### config.mk
export PLATFORM = sky130hd
export DESIGN_NAME = lock_requester_flat
export DESIGN_NICKNAME = d
export VERILOG_FILES = /design/src/rtl/lock_pkg.sv /design/src/rtl/lock_requester_if.sv /design/src/rtl/lock_req_timer.sv /design/src/rtl/lock_requester.sv /design/src/flat_wrapper.sv
export SDC_FILE = /design/constraint.sdc
export NUM_CORES = 1
export LEC_CHECK = 0
export CAP_MARGIN = 10
export CORE_AREA = 2 2 81 64
export DETAILED_ROUTE_END_ITERATION = 7
export DIE_AREA = 0 0 83 66
export GPL_TIMING_DRIVEN = 0
export PLACE_DENSITY = 0.63
export RECOVER_POWER = 50
export SLEW_MARGIN = 30
export SYNTH_ARGS = -nofsm -noshare
export SYNTH_HDL_FRONTEND = slang
export SYNTH_SLANG_ARGS = --single-unit
### constraint.sdc
create_clock -name clk -period 2.7 [get_ports clk]
set_input_delay 0.54 -clock clk [delete_from_list [all_inputs] [get_ports clk]]
set_output_delay 0.54 -clock clk [all_outputs]
set_load 0.01 [all_outputs]
### src/rtl/lock_pkg.sv
// Shared encodings for the lock access protocol: controller states, requester FSM states
// and requester error codes.
package lock_pkg;

  localparam logic [2:0] LOCK_INACTIVE = 3'b000;
  localparam logic [2:0] LOCK_ACTIVE   = 3'b001;
  localparam logic [2:0] LOCK_REQUEST  = 3'b101;
  localparam logic [2:0] LOCK_TRAP     = 3'b111;
  localparam logic [2:0] LOCK_SAVE     = 3'b110;

  localparam logic [1:0] ERR_OK      = 2'b00;
  localparam logic [1:0] ERR_TRAP    = 2'b01;
  localparam logic [1:0] ERR_TIMEOUT = 2'b10;
  localparam logic [1:0] ERR_LINK    = 2'b11;

  typedef enum logic [2:0] {
    StIdle,
    StRaise,
    StSendPass,
    StWaitGrant,
    StSendData,
    StWaitSave,
    StHold,
    StRelease
  } req_state_e;

  // States in which the requester is waiting on the controller.
  function automatic logic is_wait_state(req_state_e s);
    return s inside {StRaise, StWaitGrant, StWaitSave, StRelease};
  endfunction

endpackage

### src/rtl/lock_requester_if.sv
// Link between the lock requester (master) and the lock controller (slave).
interface lock_requester_if;
  logic       rqst;
  logic       confirm;
  logic [3:0] pass_data;
  logic [2:0] lock_state;

  modport master (output rqst, output confirm, output pass_data, input lock_state);
  modport slave  (input rqst, input confirm, input pass_data, output lock_state);
endinterface

### src/rtl/lock_req_timer.sv
// Loadable up/down counter shared by the hold and wait-timeout functions of the requester.
module lock_req_timer #(
  parameter int unsigned Width = 8
) (
  input  logic             clk,
  input  logic             rst,
  input  logic             load,
  input  logic [Width-1:0] load_val,
  input  logic             dec,
  input  logic             inc,
  output logic [Width-1:0] count
);

  logic [Width-1:0] count_q, count_d;

  always_comb begin
    count_d = count_q;
    if (load) begin
      count_d = load_val;
    end else if (dec) begin
      count_d = count_q - Width'(1);
    end else if (inc) begin
      count_d = count_q + Width'(1);
    end
  end

  always_ff @(posedge clk) begin
    if (rst) begin
      count_q <= '0;
    end else begin
      count_q <= count_d;
    end
  end

  assign count = count_q;

endmodule

### src/rtl/lock_requester.sv
// Initiator side of the lock access protocol: one start pulse runs open, password, save, release.
// Optional wait-state timeout enabled by defining LOCK_REQ_TIMEOUT_EN.
module lock_requester
  import lock_pkg::*;
#(
  parameter int unsigned HOLD_CYCLES    = 2,
  parameter int unsigned TIMEOUT_CYCLES = 15
) (
  input  logic                    clk,
  input  logic                    rst,
  input  logic                    start,
  input  logic [3:0]              pass_in,
  input  logic [3:0]              data_in,
  lock_requester_if.master        lk,
  output logic                    busy,
  output logic                    done,
  output logic [1:0]              err_code
);

`ifdef LOCK_REQ_TIMEOUT_EN
  localparam bit TimeoutEn = 1'b1;
`else
  localparam bit TimeoutEn = 1'b0;
`endif

  localparam logic [7:0] TimeoutLast = 8'(TIMEOUT_CYCLES - 1);
  localparam logic [7:0] HoldLoad    = 8'(HOLD_CYCLES - 1);

  req_state_e state_q, state_d;
  logic       rqst_q, rqst_d;
  logic       confirm_q, confirm_d;
  logic [3:0] pdata_q, pdata_d;
  logic [3:0] pass_q, pass_d;
  logic [3:0] data_q, data_d;
  logic       done_q, done_d;
  logic [1:0] err_q, err_d;
  logic       busy_q;

  logic       tmr_load, tmr_dec, tmr_inc;
  logic [7:0] tmr_val, tmr_cnt;
  logic       link_lost, timeout;

  lock_req_timer #(
    .Width (8)
  ) u_timer (
    .clk      (clk),
    .rst      (rst),
    .load     (tmr_load),
    .load_val (tmr_val),
    .dec      (tmr_dec),
    .inc      (tmr_inc),
    .count    (tmr_cnt)
  );

  assign link_lost = (lk.lock_state == LOCK_INACTIVE) &&
                     (state_q inside {StWaitGrant, StWaitSave, StHold});
  assign tmr_inc   = TimeoutEn && is_wait_state(state_q);
  // A normal release completing on the limit cycle is not reported as a timeout.
  assign timeout   = TimeoutEn && is_wait_state(state_q) && (tmr_cnt == TimeoutLast) &&
                     !((state_q == StRelease) && (lk.lock_state == LOCK_INACTIVE));

  always_comb begin
    state_d   = state_q;
    rqst_d    = rqst_q;
    confirm_d = 1'b0;
    pdata_d   = pdata_q;
    pass_d    = pass_q;
    data_d    = data_q;
    done_d    = 1'b0;
    err_d     = err_q;
    tmr_load  = 1'b0;
    tmr_val   = '0;
    tmr_dec   = 1'b0;

    if (link_lost) begin
      rqst_d   = 1'b0;
      err_d    = ERR_LINK;
      state_d  = StRelease;
      tmr_load = 1'b1;
    end else if (timeout) begin
      rqst_d = 1'b0;
      err_d  = ERR_TIMEOUT;
      if (state_q == StRelease) begin
        done_d  = 1'b1;
        pdata_d = '0;
        state_d = StIdle;
      end else begin
        state_d  = StRelease;
        tmr_load = 1'b1;
      end
    end else begin
      unique case (state_q)
        StIdle: begin
          // Never raise rqst unless the controller is idle.
          if (start && (lk.lock_state == LOCK_INACTIVE)) begin
            pass_d   = pass_in;
            data_d   = data_in;
            err_d    = ERR_OK;
            rqst_d   = 1'b1;
            state_d  = StRaise;
            tmr_load = 1'b1;
          end
        end
        StRaise: begin
          if (lk.lock_state == LOCK_ACTIVE) begin
            pdata_d   = pass_q;
            confirm_d = 1'b1;
            state_d   = StSendPass;
          end
        end
        StSendPass: begin
          state_d  = StWaitGrant;
          tmr_load = 1'b1;
        end
        StWaitGrant: begin
          if (lk.lock_state == LOCK_REQUEST) begin
            pdata_d   = data_q;
            confirm_d = 1'b1;
            state_d   = StSendData;
          end else if (lk.lock_state == LOCK_TRAP) begin
            rqst_d   = 1'b0;
            err_d    = ERR_TRAP;
            state_d  = StRelease;
            tmr_load = 1'b1;
          end
        end
        StSendData: begin
          state_d  = StWaitSave;
          tmr_load = 1'b1;
        end
        StWaitSave: begin
          if (lk.lock_state == LOCK_SAVE) begin
            tmr_load = 1'b1;
            tmr_val  = HoldLoad;
            state_d  = StHold;
          end
        end
        StHold: begin
          pdata_d = data_q;
          if (tmr_cnt == 8'd0) begin
            rqst_d   = 1'b0;
            state_d  = StRelease;
            tmr_load = 1'b1;
          end else begin
            tmr_dec = 1'b1;
          end
        end
        StRelease: begin
          if (lk.lock_state == LOCK_INACTIVE) begin
            done_d  = 1'b1;
            pdata_d = '0;
            state_d = StIdle;
          end
        end
        default: state_d = StIdle;
      endcase
    end
  end

  always_ff @(posedge clk) begin
    if (rst) begin
      state_q   <= StIdle;
      rqst_q    <= 1'b0;
      confirm_q <= 1'b0;
      pdata_q   <= '0;
      pass_q    <= '0;
      data_q    <= '0;
      done_q    <= 1'b0;
      err_q     <= ERR_OK;
      busy_q    <= 1'b0;
    end else begin
      state_q   <= state_d;
      rqst_q    <= rqst_d;
      confirm_q <= confirm_d;
      pdata_q   <= pdata_d;
      pass_q    <= pass_d;
      data_q    <= data_d;
      done_q    <= done_d;
      err_q     <= err_d;
      busy_q    <= (state_d != StIdle);
    end
  end

  assign lk.rqst      = rqst_q;
  assign lk.confirm   = confirm_q;
  assign lk.pass_data = pdata_q;
  assign busy         = busy_q;
  assign done         = done_q;
  assign err_code     = err_q;

endmodule

### src/flat_wrapper.sv
// flat-port wrapper written by rule: the top's interface ports become plain ports
module lock_requester_flat import lock_pkg::*;
#(
  parameter int unsigned HOLD_CYCLES    = 2,
  parameter int unsigned TIMEOUT_CYCLES = 15
)
  (clk, rst, start, pass_in, data_in, busy, done, err_code, lk_rqst, lk_confirm, lk_pass_data, lk_lock_state);
  lock_requester_if lk_i ();
  input  logic clk;
  input  logic rst;
  input  logic start;
  input  logic [3:0] pass_in;
  input  logic [3:0] data_in;
  output logic busy;
  output logic done;
  output logic [1:0] err_code;
  output wire logic [$bits(lk_i.rqst)-1:0] lk_rqst;
  output wire logic [$bits(lk_i.confirm)-1:0] lk_confirm;
  output wire logic [$bits(lk_i.pass_data)-1:0] lk_pass_data;
  input wire logic [$bits(lk_i.lock_state)-1:0] lk_lock_state;
  assign lk_rqst = lk_i.rqst;
  assign lk_confirm = lk_i.confirm;
  assign lk_pass_data = lk_i.pass_data;
  assign lk_i.lock_state = lk_lock_state;
  lock_requester #(.HOLD_CYCLES(HOLD_CYCLES), .TIMEOUT_CYCLES(TIMEOUT_CYCLES)) u_core (.clk(clk), .rst(rst), .start(start), .pass_in(pass_in), .data_in(data_in), .lk(lk_i), .busy(busy), .done(done), .err_code(err_code));
endmodule
# Yosys cells after proc, flatten, opt, wreduce, memory -nomap -nowiden
# Cells that the tools add are included.
# totals
reg_bits,29
output_inout_bits,10
input_bits,14
word_cells,94
# classes
n_addsub,1
reduce_logical,18
n_mux,42
bitwise_logic,2
n_eq_ne,21
# op_table
op,count
$mux W8,4
$mux W3,8
$pmux W3 S8,1
$eq A3 B3 Y1 const B,7
$mux W1,17
$pmux W4 S4,1
$mux W4,3
$reduce_bool A3 Y1,4
$reduce_and A5 Y1,2
$logic_not A8 Y1,1
$mux W2,4
$ne A2 B2 Y1 const B,4
$sub A8 B1 Y8 const B,1
$eq A3 B1 Y1 const B,2
$eq A3 B2 Y1 const B,2
$logic_not A3 Y1,2
$ne A2 B1 Y1 const B,3
$ne A3 B2 Y1 const B,2
$pmux W1 S5,1
$pmux W2 S2,1
$reduce_and A4 Y1,1
$reduce_bool A4 Y1,1
$reduce_or A2 Y1,2
$ne A3 B1 Y1 const B,1
other kinds (7),9

# Depth between registers and ports, before layout
# Gate-level depths: netlist of the first run.
# logic_depth
ltp_word,6
ltp_mapped,6
ltp_nobuf,6

# By module
# A second synthesis of the first run with hierarchy kept.
# unflattened
hier_cells,231
area_unflattened_um2,1979.4
# by_module_without_submodules
mod,cells_per_inst,seq_area_each_um2,area_each_um2,n_inst
lock_requester,145,420.4,1253.7,1
lock_req_timer,86,160.2,725.7,1

# Least setup slack after synthesis of the first run
# No wires, ideal clock.
# synth_timing
path_type,input port to flip-flop
start,input lk_lock_state[2]
end,register u_core.u_timer.count_q[1] (netlist: u_core.u_timer.count[1])
required_ns,2.552
path_stages,5
path_buffers,1
arrival_time_ns,1.646
path_slack_ns,0.905
setup_ns,0.148
path_cell_list,or3_1 > a211o_1 > nand2b_1 > clkbuf_1 > a2111oi_0
# synth_via
elab_chain_cells,6
word_cells_on_any_way,16
classes_between,eq/ne (3); mux (9); reduce/logical (4)
# synth_lines
item,line,source
start: declaration,flat_wrapper.sv:20,input wire logic [$bits(lk_i.lock_state)-1:0] lk_lock_state;
$eq A3 B3 Y1 / $logic_not A3 Y1 (equally long branches),"lock_requester.sv:120, lock_requester.sv:55, lock_requester.sv:95",
$mux W1 / $logic_and A1 B1 Y1 (equally long branches),"lock_requester.sv:120, lock_requester.sv:95",
"$mux W1, on equally long branches","lock_requester.sv:116, lock_requester.sv:95",
$pmux W1 S5,lock_requester.sv:92,unique case (state_q)
$mux W1,lock_requester.sv:75,if (link_lost) begin
$mux W8 / $reduce_bool A2 Y1 (equally long branches),-,
end signal: assignment,lock_req_timer.sv:31,count_q <= count_d;
end: declaration,lock_req_timer.sv:14,"logic [Width-1:0] count_q, count_d;"
# Parallel ways exist; a longest one is shown, timed or not.
# A chain may end at the register's enable or synchronous reset.

# Final worst setup path of the first run
# layout_timing
start,input lk_lock_state[2]
end,register u_core.pass_q[3]
# layout_via
elab_chain_cells,4
word_cells_on_any_way,5
classes_between,bitwise (1); reduce/logical (4)
# layout_lines
item,line,source
$logic_not A3 Y1 (*),"lock_requester.sv:55, lock_requester.sv:95",
$logic_and A1 B1 Y1,lock_requester.sv:55,assign link_lost = (lk.lock_state == LOCK_INACTIVE) &&
$not A1 Y1 (no line),-,
$reduce_and A3 Y1 (no line) (*),-,
end signal: assignment,lock_requester.sv:176,pass_q <= pass_d;
end: declaration,lock_requester.sv:33,"logic [3:0] pass_q, pass_d;"
# Every way passes the cells marked *; elsewhere a longest branch is shown, timed or not.

==> run metrics, run 1 <==
full die area 5480 sq um; Hold Buf Count CTS 0; startpoint types input pin; CTS tree yes; Post-synth top flop dfxtp_1; Starting Density 33.7%; htree depth 2; switching part of the total 25.4%; clock power share 40.3%; Starting DRT DRC Count 107; area of the multi-input gates 925 sq um; fin crit period 2420 ps; final worst-path setup slack 283 ps; Synth Area in Adders 0.789%; syn_area_per_cell 8.35 sq um; count of buffers from port buffering 23; Reg power frac 50.2%; P per Cell Area 439 nW/um^2; synthesized area 1590 sq um; fraction of the yosys area taken by sequential cells 36.6%; via count 1,553; Slowest-stage cell, CP nor3_1; gr ovfl total 0; max capacitance violation total 0; Clock Latency Late Sink 290 ps; DIE HEIGHT 66 microns; largest cells by area after synthesis dfxtp_1 (37%), a21oi_1 (5.7%), a211oi_1 (4.3%); Crit Path Category input pin to flop; Post-synth EDFFs 0; initial antenna violation count 0; Netlist cell types 50; Rows 22; Ant. Diodes 0; pin count of the biggest net entering global routing 11; Remaining DRCs 0; post-synthesis simple-gate area fraction 27.1%; Hold Vio Cnt, Final 0; All-Layer GR Usage 15.8%; Worst Path Arrival 2570 ps; worst slew pin tran 685 ps; YS warnings 0; Critical Path Max Stage Delay 590 ps; core area 4710 sq um; Area Growth Syn to Fin 24.7%; Worst-path clk slew 60 ps; most common library cells after synthesis dfxtp_1 (29), a21oi_1 (18), nand2_1 (14); Final Max Tran Viols 0; Synth Register Bits 29; Final setup viols 0; Area after DPL 1890 sq um; vias in the first global route 1,446; XOR/XNOR Fraction of Synth Area 3.31%; post-route clock skew 4.79 ps; grt met1 use 22.8%; number of CTS-inserted buffers 5; die width 83 microns; post-synthesis cell count 190; CP Capture Type flop; Async S/R FF share, synth 0%; crit path max fanout 10; Hold Path Class flop to flop; I/O pin count 24; grt met3 use 3.62%; first-pass GRT wire length 6.97 mm; fin area 1980 sq um; Comb power frac 9.6%; VDD IR max 0.000157 V; Synth area leader dfxtp_1; CTS max path bufs 2; Final GP Congestion 0.810; Rel. slew slack 54.1%; RSZ-0062 raised after global routing false; Synth Area in Compound Gates 25.1%; critical path cell sequence clkdlybuf4s50_1 > nor3_1 > clkbuf_1 > nand2_1 > nand2_1 > a21oi_1; Worst R2R Setup Slack 750 ps; period utilization 89.5%; met2 Usage GRT 22.7%; cell repeated most along the worst path nand2_1; status completed; clk sink count 29; busiest grt layer met1; highest clock rate 414 MHz; cts repair resizes 0; Net Switching 0.221 mW; drt pass-1 iters 4; share of cells above drive strength 1 9.05%; dpl hpwl 2.77 mm; per-cell routed wire length 14.1 microns; Leakage 0.677 nW; largest family of logic cells by synthesized area simple AND/OR/NAND/NOR gates; register area 581 sq um; top-count cell post-synth dfxtp_1; Synth top area share 36.6%; WL final 3.97 mm; Final Non-Filler Cells 281; Final nets 235; dpl cells 273; post-synthesis mux area share 1.97%; Placement Setup Slack 5.59 ps; Worst EP required 2860 ps; Fin Hold WS 457 ps; DR vias/cell 5.53; Root Driver clkbuf_8; Internal Power 0.648 mW; Synth Net Count 205; post-CTS setup buffer count 0; Fillers 495; Post-DRT Antenna Nets 0
-- per-layer routing --
metal | up-vias | routed length (microns) | part of all wire [%]
met2 | 45 | 1660 | 42
met1 | 714 | 2050 | 52
met3 | 5 | 207 | 5.2
li1 | 789 | - | -
met4 | 0 | 49 | 1.2
met5 | - | 0 | 0
-- power groups by stage --
| stage | logic, mW | clock network [mW] | registers (mW) |
|---|---|---|---|
| finish | 0.0833 | 0.350 | 0.436 |
| global route | 0.0919 | 0.378 | 0.436 |
| CTS | 0.0836 | 0.363 | 0.436 |
| detailed placement | 0.0831 | 0 | 0.445 |
| global placement | 0.0833 | 0 | 0.445 |
| floorplan | 0.0445 | 0 | 0.446 |
-- registers in the layout, indices dropped and copies added (netlist names) --
register and flops:
u_core.lk.confirm 1, u_core.state_q 3, u_core.err_code 2, u_core.lk.rqst 1, u_core.data_q 4, u_core.u_timer.count 8, u_core.busy 1, u_core.pass_q 4
u_core.lk.pass_data 4, u_core.done 1
-- worst max-delay path: cells and delay by family --
kind | cells | cell delay [ps]
AND/OR/NAND/NOR | 3 | 1030
buffers and inverters | 2 | 930
AO/OA/AOI/OAI | 1 | 70
-- cells in the final DEF (no fill, tap or decap), types with 2 or more instances in the layout --
master	count
clkbuf_8	5
o211ai_1	2
nand2_1	14
nand2b_1	2
a31oi_1	5
a211oi_1	9
nor4_1	4
or4b_1	2
o21ai_0	4
or3_1	3
xnor2_1	3
nand3_1	8
xor2_1	3
and3_1	3
mux2i_1	2
inv_1	4
nor3_1	12
nor4bb_1	2
a21oi_1	18
clkdlybuf4s50_1	13
a311oi_1	2
and3b_1	2
o41ai_1	2
nor3b_1	2
clkinv_2	2
a21o_1	2
dfxtp_1	29
dlygate4sd3_1	10
nor2_1	8
buf_2	5
a32oi_1	4
nor4b_1	3
clkbuf_1	9
nand4b_1	2
-- logic make-up (layout without fill, tap and decap cells) --
family	count (synthesis)	after routing
muxes	3	3
AOI/OAI and AO/OA	58	58
and+or+nand+nor	74	74
DFF	29	29
buffers and inverters	19	50
adders and majority gates	1	1
xor gates and xnor gates	6	6
-- cell type report --
cell class | count | share of cell area, %
buffer | 15 | 3.35
clock buffer | 5 | 3.48
clock inverter | 3 | 0.886
inverter | 4 | 0.759
multi-input combinational | 142 | 46.7
sequential | 29 | 29.3
tap | 60 | 3.80
timing repair buffer | 23 | 11.6
-- worst paths after layout --
| check | from | to | cells after the start |
|---|---|---|---|
| worst max-delay path | lk_lock_state[2] | u_core.pass_q[3] | 6 |
| worst min-delay path | u_core.data_q[0] | u_core.data_q[0] | 2 |
| worst max register to register | u_core.state_q[2] | u_core.pass_q[3] | 6 |
| worst min register to register | u_core.data_q[0] | u_core.data_q[0] | 2 |
-- per-stage QoR --
step	total power [mW]	utilization [%]	TNS (ps)
6_report	0.869	42.0	0
5_1_grt	0.906	42.0	0
4_1_cts	0.882	42.0	0
3_5_place_dp	0.528	40.2	0
3_3_place_gp	0.529	40.2	-232
2_1_floorplan	0.490	-	0
(Power assumes the default switching activity.)
==> run 2, diff against run 1 <==
- CORE_AREA: 2 2 81 64 -> 2 2 71 73
- DIE_AREA: 0 0 83 66 -> 0 0 73 75
- PLACE_DENSITY: 0.63 -> 0.62
==> run metrics, run 2 (same netlist as run 1, synthesis figures left out) <==
Post-DRT Antenna Nets 0; dpl hpwl 2.76 mm; DR vias/cell 5.64; Fin Hold WS 455 ps; hold wc startpoint u_core.pass_q[2]; I/O pin count 24; Starting DRT DRC Count 166; Worst setup startpoint lk_lock_state[2]; number of CTS-inserted buffers 5; post-route clock skew 3.24 ps; highest clock rate 409 MHz; Hold Path Class flop to flop; final worst-path setup slack 257 ps; first-pass GRT wire length 6.83 mm; Final GP Congestion 0.858; R2R Path Start u_core.state_q[2]; drt pass-1 iters 4; max capacitance violation total 0; Starting Density 34.0%; Placement Setup Slack -41.8 ps; Final nets 235; Hold Vio Cnt, Final 0; VDD IR max 0.000178 V; Worst Path Arrival 2580 ps; full die area 5480 sq um; via count 1,552; htree depth 2; die width 73 microns; Rows 25; Crit Path Category input pin to flop; initial antenna violation count 0; commonest non-fill, non-tap cell in the layout dfxtp_1; Root Driver clkbuf_8; Ant. Diodes 0; Final setup viols 0; All-Layer GR Usage 16.0%; clk sink count 29; wl on met1 1.97 mm; Hold Buf Count CTS 0; Fillers 493; max reg flops 8; post-CTS setup buffer count 0; DIE HEIGHT 75 microns; per-cell routed wire length 14.0 microns; crit path max fanout 10; core area 4660 sq um; metal3 WL 148 microns; Area Growth Syn to Fin 25.5%; Remaining DRCs 0; share of cells above drive strength 1 9.50%; fin crit period 2440 ps; Detail Route met2 WL 1.67 mm; most frequent cells in the layout dfxtp_1 (29), a21oi_1 (18), nand2_1 (14); startpoint types input pin; Worst EP required 2840 ps; Clock Latency Late Sink 280 ps; Rel. slew slack 55.5%; WL final 3.85 mm; max layer used met4; Worst-path clk slew 60 ps; CTS max path bufs 2; Final Max Tran Viols 0; Util after Layout 42.7%; vias in the first global route 1,437; P per Cell Area 457 nW/um^2; Leakage 0.689 nW; pin count of the biggest net entering global routing 11; CTS tree yes; CP Capture Type flop; worst slew pin tran 664 ps; period utilization 90.5%; gr ovfl total 0; status completed; RSZ-0062 raised after global routing false; count of buffers from port buffering 23
## run 2: changes by cell type in the layout (fill, tap and decap cells not counted), sizes merged
cell / delta
clkbuf: +2
clkdlybuf4s50: -2
dlygate4sd3: +2
clkinv: -1
clkinvlp: -1
## run 2: final timing paths
kind	to	slack (ps)	cells past startpoint
hold / removal	u_core.pass_q[2]	460	2
hold reg to reg	u_core.pass_q[2]	460	2
setup / recovery	u_core.u_timer.count[0]	260	6
setup reg to reg	u_core.data_q[3]	790	6
## run 2: layer usage
layer  global-route usage, %  vias to the layer above
met3                    3.88                        5
met5                       0                        -
met4                    6.17                        0
li1                        -                      790
met2                    23.6                       40
met1                    22.6                      717
## run 2: worst max-delay path: stages
cell	delay (ps)
dlygate4sd3_1	640
or3_1	450
a211o_1	320
nand2b_1	90
clkbuf_1	390
o31ai_1	150
## run 2: per-stage QoR
stage	cells	setup TNS, ps	power, mW	area, sq um
6_report	275	0	0.909	1990
5_1_grt	275	0	0.949	1990
4_1_cts	275	0	0.921	1990
3_5_place_dp	267	-299	0.528	1880
3_3_place_gp	267	-579	0.528	1880
2_1_floorplan	190	0	0.490	1590
## run 2: cell type report
type	count	area [sq um]	share of cell area, %
clock buffers	7	96.3	4.84
plain buffers	15	66.3	3.33
well taps	54	67.6	3.39
multi-input cells	142	930	46.7
flip-flops and latches	29	581	29.2
inverters	4	15.0	0.754
clock inverters	1	5.00	0.251
repair buffers	23	230	11.6
## run 2: power by group
group | leakage, nW | switching [mW] | internal, mW
combinational | 0.400 | 0.0448 | 0.0375
clock | 0.0542 | 0.161 | 0.230
sequential | 0.234 | 0.00271 | 0.433
## run 2: what timing repair did
action,4_1_cts,5_1_grt
resized for setup,0,1
setup endpoints to repair,0,4
endpoints found under the hold margin,0,0
